--- src/rtl/matriz_scan_driver.sv ---
// Row-multiplexed scan driver for the 5x7 LED status matrix: resynchronises the divider's
// row/image selects, blanks between rows and swaps images only at frame boundaries.
module matriz_scan_driver #(
    parameter int ROWS         = 7,
    parameter int COLS         = 5,
    parameter int BLANK_CYCLES = 64,
    parameter int ROW_ACT_LOW  = 1
) (
    input  logic                   clock,
    input  logic                   reset,
    input  logic [2:0]             row_sel_in,
    input  logic                   img_sel_in,
    input  logic [ROWS*COLS-1:0]   img0_data,
    input  logic [ROWS*COLS-1:0]   img1_data,
    output logic [ROWS-1:0]        linhas,
    output logic [COLS-1:0]        colunas,
    output logic                   frame_start
);

    localparam int              CNT_W    = (BLANK_CYCLES > 1) ? $clog2(BLANK_CYCLES) : 1;
    localparam logic [CNT_W-1:0] CNT_LOAD = CNT_W'(BLANK_CYCLES - 1);
    localparam logic [ROWS-1:0] LIN_OFF  = (ROW_ACT_LOW != 0) ? {ROWS{1'b1}} : {ROWS{1'b0}};

    typedef enum logic [1:0] {IDLE, BLANK, DRIVE, DARK} state_t;

    state_t           state, state_next;
    logic [2:0]       row_s1, row_s2, prev_row;
    logic             img_s1, img_s2;
    logic [1:0]       warm;
    logic [CNT_W-1:0] cnt, cnt_next;
    logic [2:0]       cur_row, row_next;
    logic             img_latched, img_next;
    logic             frame_next;
    logic             row_chg;
    logic [ROWS*COLS-1:0] img_cur;
    logic [ROWS-1:0]  row_on;
    logic [COLS-1:0]  col_pick;
    logic [ROWS-1:0]  lin_next;
    logic [COLS-1:0]  col_next;

    always_ff @(posedge clock) begin
        if (reset) begin
            row_s1      <= '0;
            row_s2      <= '0;
            prev_row    <= '0;
            img_s1      <= 1'b0;
            img_s2      <= 1'b0;
            warm        <= '0;
            state       <= IDLE;
            cnt         <= '0;
            cur_row     <= '0;
            img_latched <= 1'b0;
            linhas      <= LIN_OFF;
            colunas     <= '0;
            frame_start <= 1'b0;
        end else begin
            row_s1      <= row_sel_in;
            row_s2      <= row_s1;
            prev_row    <= row_s2;
            img_s1      <= img_sel_in;
            img_s2      <= img_s1;
            if (warm != 2'd3)
                warm <= warm + 2'd1;
            state       <= state_next;
            cnt         <= cnt_next;
            cur_row     <= row_next;
            img_latched <= img_next;
            linhas      <= lin_next;
            colunas     <= col_next;
            frame_start <= frame_next;
        end
    end

    // Change detection is held off until the cleared synchroniser has refilled, so a row
    // index that was already stable across reset does not count as a change.
    always_comb begin
        row_chg = (warm == 2'd3) && (row_s2 != prev_row);
    end

    always_comb begin
        state_next = state;
        cnt_next   = cnt;
        row_next   = cur_row;
        img_next   = img_latched;
        frame_next = 1'b0;
        if (row_chg) begin
            state_next = BLANK;
            cnt_next   = CNT_LOAD;
            row_next   = row_s2;
            if (row_s2 == 3'd0) begin
                img_next   = img_s2;
                frame_next = 1'b1;
            end
        end else begin
            case (state)
                BLANK: begin
                    if (cnt == '0)
                        state_next = (int'(cur_row) < ROWS) ? DRIVE : DARK;
                    else
                        cnt_next = cnt - CNT_W'(1);
                end
                default: state_next = state;
            endcase
        end
    end

    always_comb begin
        img_cur  = img_latched ? img1_data : img0_data;
        row_on   = '0;
        col_pick = '0;
        for (int r = 0; r < ROWS; r++) begin
            if (row_next == 3'(r)) begin
                row_on[r] = 1'b1;
                col_pick  = img_cur[r*COLS +: COLS];
            end
        end
    end

    always_comb begin
        lin_next = LIN_OFF;
        col_next = '0;
        if (state_next == DRIVE) begin
            lin_next = (ROW_ACT_LOW != 0) ? ~row_on : row_on;
            col_next = col_pick;
        end
    end

endmodule

--- config.mk ---
export PLATFORM = sky130hd
export DESIGN_NAME = matriz_scan_driver
export DESIGN_NICKNAME = d
export VERILOG_FILES = /design/src/rtl/matriz_scan_driver.sv
export SDC_FILE = /design/constraint.sdc
export NUM_CORES = 1
export LEC_CHECK = 0
export BUFFER_PORTS_ARGS = -buffer_cell sky130_fd_sc_hd__buf_2
export CORE_MARGIN = 3
export CORE_UTILIZATION = 25
export DETAILED_ROUTE_END_ITERATION = 10
export MAX_ROUTING_LAYER = met4
export PLACE_DENSITY = 0.45
export SLEW_MARGIN = 20
export SYNTH_ARGS = -nofsm -noshare
export SYNTH_HDL_FRONTEND = slang
export SYNTH_SLANG_ARGS = --single-unit
--- constraint.sdc ---
create_clock -name clock -period 1.97 [get_ports clock]
set_input_delay 0.197 -clock clock [delete_from_list [all_inputs] [get_ports clock]]
set_output_delay 0.197 -clock clock [all_outputs]
set_load 0.005 [all_outputs]
---- Word level (Yosys, flattened, before mapping) ----
Index checks and enable logic that the tools add are counted.
W data, S select, Z words.
storage, ports and cells
  register bits ........................... 38
  output and inout port bits .............. 13
  input port bits ......................... 76
cells by class
  order comparisons ....................... 1
  add/subtract/negate cells ............... 2
  reductions and logical operators ........ 9
  muxes and demuxes ....................... 24
  bitwise operators ....................... 3
  eq/ne operators ......................... 12
operators by type and width
  operator               count
  $mux W35               1
  $mux W5                7
  $mux W6                3
  $eq A3 B3 Y1 const B   3
  $mux W1                9
  $not A7 Y7             1
  $eq A3 B2 Y1 const B   2
  $logic_not A3 Y1       2
  $logic_not A6 Y1       1
  $mux W2                3
  $sub A6 B1 Y6 const B  1
  $eq A2 B2 Y1 const B   2
  $ne A2 B2 Y1 const B   2
  $reduce_and A2 Y1      2
  $reduce_or A2 Y1       2
  $eq A3 B1 Y1 const B   1
  $lt A3 B3 Y1 const B   1
  $mux W3                1
  $ne A3 B3 Y1           1
  $add A2 B1 Y2 const B  1
  $eq A2 B1 Y1 const B   1
  $not A1 Y1             2
  $reduce_bool A2 Y1     1
  $logic_and A1 B1 Y1    1

---- Logic depth before layout (Yosys ltp) ----
  word-level depth ........................ 11
  gate-level depth with buffers ........... 10

---- Least setup slack after synthesis ----
OpenSTA, ideal clock, no wires.
  kind .................................... register to register
  start point ............................. reg warm[0]
  end point ............................... reg colunas[2]
  arrival time ............................ 1,984 ps
  setup slack ............................. -101 ps
  library setup time ...................... 86 ps
  period minus slack after synthesis ...... 2,071 ps
  cell stages (with the launch flop) ...... 11
  path buffers ............................ 3
  path through ............................ dfxtp_1 ha_1 buf_2 nor2b_1 o22ai_1 and3_1 buf_6 buf_6 o221ai_2 o2bb2ai_1 a221oi_2
between the ends
  cells in the longest elaborated chain, start to end .. 11
ends and longest elaborated chain
  element                   RTL line  text
  start: declaration        29        logic [1:0] warm;
  start signal: assignment  63        warm <= warm + 2'd1;
  $eq A2 B2 Y1 (*)          77        row_chg = (warm == 2'd3) && (row_s2 != prev_row);
  $logic_and A1 B1 Y1 (*)   77
  $mux W3                   86        if (row_chg) begin
  $logic_not A3 Y1          112       if (row_next == 3'(r)) begin
  $mux W5 (7 in series)     112
  end signal: assignment    69        colunas <= col_next;
  end: declaration          16        output logic [COLS-1:0] colunas,
Mark *: on every way between the ends. The rest lies on a longest branch, timed or not.
A chain may end at the register's enable or synchronous reset.

---- Final worst setup path ----
  start point ............................. reg prev_row[2]
  end point ............................... reg colunas[0]
between the ends
  cells in the longest elaborated chain, start to end .. 11
ends and longest elaborated chain
  element                   RTL line  text
  start: declaration        27        logic [2:0] row_s1, row_s2, prev_row;
  start signal: assignment  59        prev_row <= row_s2;
  $ne A3 B3 Y1 (*)          77
  $logic_and A1 B1 Y1 (*)   77
  $mux W3                   86
  $logic_not A3 Y1          112
  $mux W5 (7 in series)     112
Marks and branches as above.

==> metrics.md <==
| Metric | Value |
|---|---|
| Util after Layout | `38.13%` |
| Core ar. | `8341 um^2` |
| Fmax | `500.3 MHz` |
| Worst endpoint data arrival time | `2.17 ns` |
| Worst Path Required | `2.14 ns` |
| Largest net degree at the start of global routing | `36` |
| CTS sink cnt | `38` |
| Share of cells above drive strength 1 | `52.65%` |
| I/O Pins | `89` |
| Static leakage | `0.001276 uW` |
| CTS H-tree lvls | `2` |
| Cts hold-fix bufs | `0` |
| Die Footprint | `9912 um^2` |
| Fillers | `874` |
| Seq/Total Area, Yosys | `34.76%` |
| Violated checks | `setup timing` |
| Routed vias | `2055` |
| Final wirelength | `6.188 mm` |
| Initial Util | `26.24%` |
| DR WL/cell | `13.91 um` |
| Antenna Nets Post-Route | `0` |
| Post-synth top flop | `dfxtp_1` |
| Mean post-synth cell area | `9.683 um^2` |
| Final worst clock skew | `0.005031 ns` |
| Status | `complete, but fails checks` |
| Post-synth ARST share | `0%` |
| Seq cells post-synth | `38` |
| First-pass DRT Iterations | `4` |
| Cts bufs inserted | `5` |
| CP endpoint kind | `register` |
| Initial antenna violation count | `0` |
| Peak VDD IR | `0.3785 mV` |
| RePlAce Congestion | `0.7772` |
| Skew-Pair Late Insertion Delay | `0.29 ns` |
| Final Hold Fails | `0` |
| Ant. Diodes | `0` |
| # rows | `33` |
| Worst setup margin | `-0.02870 ns` |
| Synthesized Nets | `304` |
| Detailed Route Iter0 Violations | `60` |
| Hold WC Path Type | `input port to register` |
| Worst Setup Start Kind | `register` |
| Dpl hpwl | `4.767 mm` |
| Netlist cell types | `43` |
| Slew @ Worst Pin | `0.3812 ns` |
| Setup Viol. Count Final | `3` |
| Critical path class | `register to register` |
| Crit Path Max Fanout | `7` |
| DRC | `0` |
| Die height | `99.56 um` |
| CTS tree | `done` |
| Max_cap viols | `0` |
| First-pass GRT wire length | `9.963 mm` |
| RSZ-0062 raised after global routing | `yes` |
| CTS Root Cell | `clkbuf_8` |
| Tcrit/Tclk final | `101.5%` |
| Vias per cell | `4.618` |
| Hold_ws | `0.1150 ns` |
| Total Routing Usage GR | `12.61%` |
| Tmin final | `1.999 ns` |
| Number of synthesized flops with an enable pin | `0` |
| Gate Count Post-Synth | `226` |
| Worst slew margin | `74.26%` |
| Max Root-Sink Buffers | `2` |
| Final Max Tran Viols | `0` |
| YS warnings | `0` |
| Area grow syn2layout | `45.34%` |
| Reg clk slew, reported paths | `0.08 ns` |
| PD cells | `657.0 nW/um^2` |
| Number of global-route vias before repair | `2046` |
| PortBufs | `88` |
| Mapped Area | `2188 um^2` |
| Nets | `417` |
| Die Width | `99.56 um` |
| GRT overflow | `0` |
final cells by class:
cell class | count | area [um^2] | share of cell area [%]
clock inverters | 2 | 12.51 | 0.3934
inverters | 7 | 26.28 | 0.8261
well taps | 105 | 131.4 | 4.131
repair buffers | 119 | 698.2 | 21.95
flip-flops and latches | 38 | 768.2 | 24.15
multi-input cells | 168 | 1461 | 45.95
clock buffers | 6 | 82.58 | 2.596
where the power goes:
part           switching (uW)  internal [uW]  total [uW]
logic                     339            348         687
clock network             282            281         564
registers                30.8            809         840
critical path, cell delays in order (launching register included):
cell and delay [ns]:
dfxtp_2 0.35, xor2_4 0.20, or4_4 0.52, and3_4 0.25, and3_2 0.26, a22oi_1 0.23, a221oi_2 0.08
cells in the mapped netlist, types with 3 or more instances:
cell type,number,share of area (%)
dfxtp_1,38,35
mux2i_1,23,11
nand2_1,16,2.7
nor2b_1,16,4.6
mux2_2,15,7.7
a21oi_1,8,1.8
nor2_1,8,1.4
nor3_1,8,1.8
a31oi_1,7,2.0
inv_1,7,1.2
nand3_1,6,1.4
a221oi_2,5,3.4
a22oi_1,5,1.7
buf_2,5,1.1
o2bb2ai_1,5,2.0
xor2_1,4,1.6
and3_1,3,0.86
buf_1,3,0.51
buf_6,3,1.5
clkbuf_1,3,0.51
nand2b_1,3,0.86
nand3b_1,3,1.0
nor4_1,3,0.86
o221ai_1,3,1.2
xnor2_1,3,1.2
cells by family after synthesis:
family                   synth area share, %
AO/OA/AOI/OAI                          18.13
XOR/XNOR                               4.288
adder cells (fa/ha/maj)                1.143
buffers and inverters                  4.917
flip-flops                             34.76
multiplexers                           18.24
AND/OR/NAND/NOR                        18.53
flip-flops by register name, indices dropped and copies added (netlist names):
register	flops
cnt	6
row_s2	3
linhas	7
state	2
img_s1	1
img_latched	1
img_s2	1
colunas	5
row_s1	3
warm	2
frame_start	1
cur_row	3
prev_row	3
per-layer routing:
layer | up-vias | track usage (%) | share of wire [%] | wire, um
li1 | 1057 | - | - | -
met1 | 915 | 15.84 | 45 | 2815
met2 | 76 | 20.66 | 45 | 2805
met3 | 7 | 2.735 | 8.3 | 515
met4 | 0 | 3.046 | 0.82 | 51
met5 | - | - | 0 | 0
metrics by stage:
| step | worst slack (ns) | instance area (um^2) | instances | setup TNS, ns | total power (uW) |
|---|---|---|---|---|---|
| after floorplan | -0.01238 | 2261 | 226 | -0.04255 | 1273 |
| after global placement | -0.01865 | 2994 | 434 | -0.03988 | 1485 |
| after detailed placement | -0.07886 | 2994 | 434 | -0.2780 | 1494 |
| after CTS | -0.002103 | 3132 | 444 | -0.002103 | 2113 |
| after global routing | -0.1055 | 3181 | 445 | -0.4583 | 2226 |
| final | -0.02870 | 3181 | 445 | -0.05614 | 2090 |
repair_timing:
action	in CTS	in global routing
setup endpoints to repair	5	14
cloned	1	0
gates resized for setup	4	10
pin swaps	0	2
setup buffers	1	1
cells in the final DEF (no fill, tap or decap), types with 7 or more instances in the layout:
cell,n
nor2_1,7
nor2b_1,16
nor3_1,7
buf_4,29
a21oi_1,8
inv_1,7
mux2_2,15
mux2i_1,23
dfxtp_1,32
buf_2,88
nand2_1,16
path summary, 6_finish.rpt:
path,cells past startpoint,to,startpoint,slack (ns)
min reg2reg,1,row_s2[0],row_s1[0],0.44
min,2,img_s1,img_sel_in,0.11
max,6,colunas[0],prev_row[2],-0.03
max reg2reg,6,colunas[0],prev_row[2],-0.03
(Power assumes the default switching activity.)
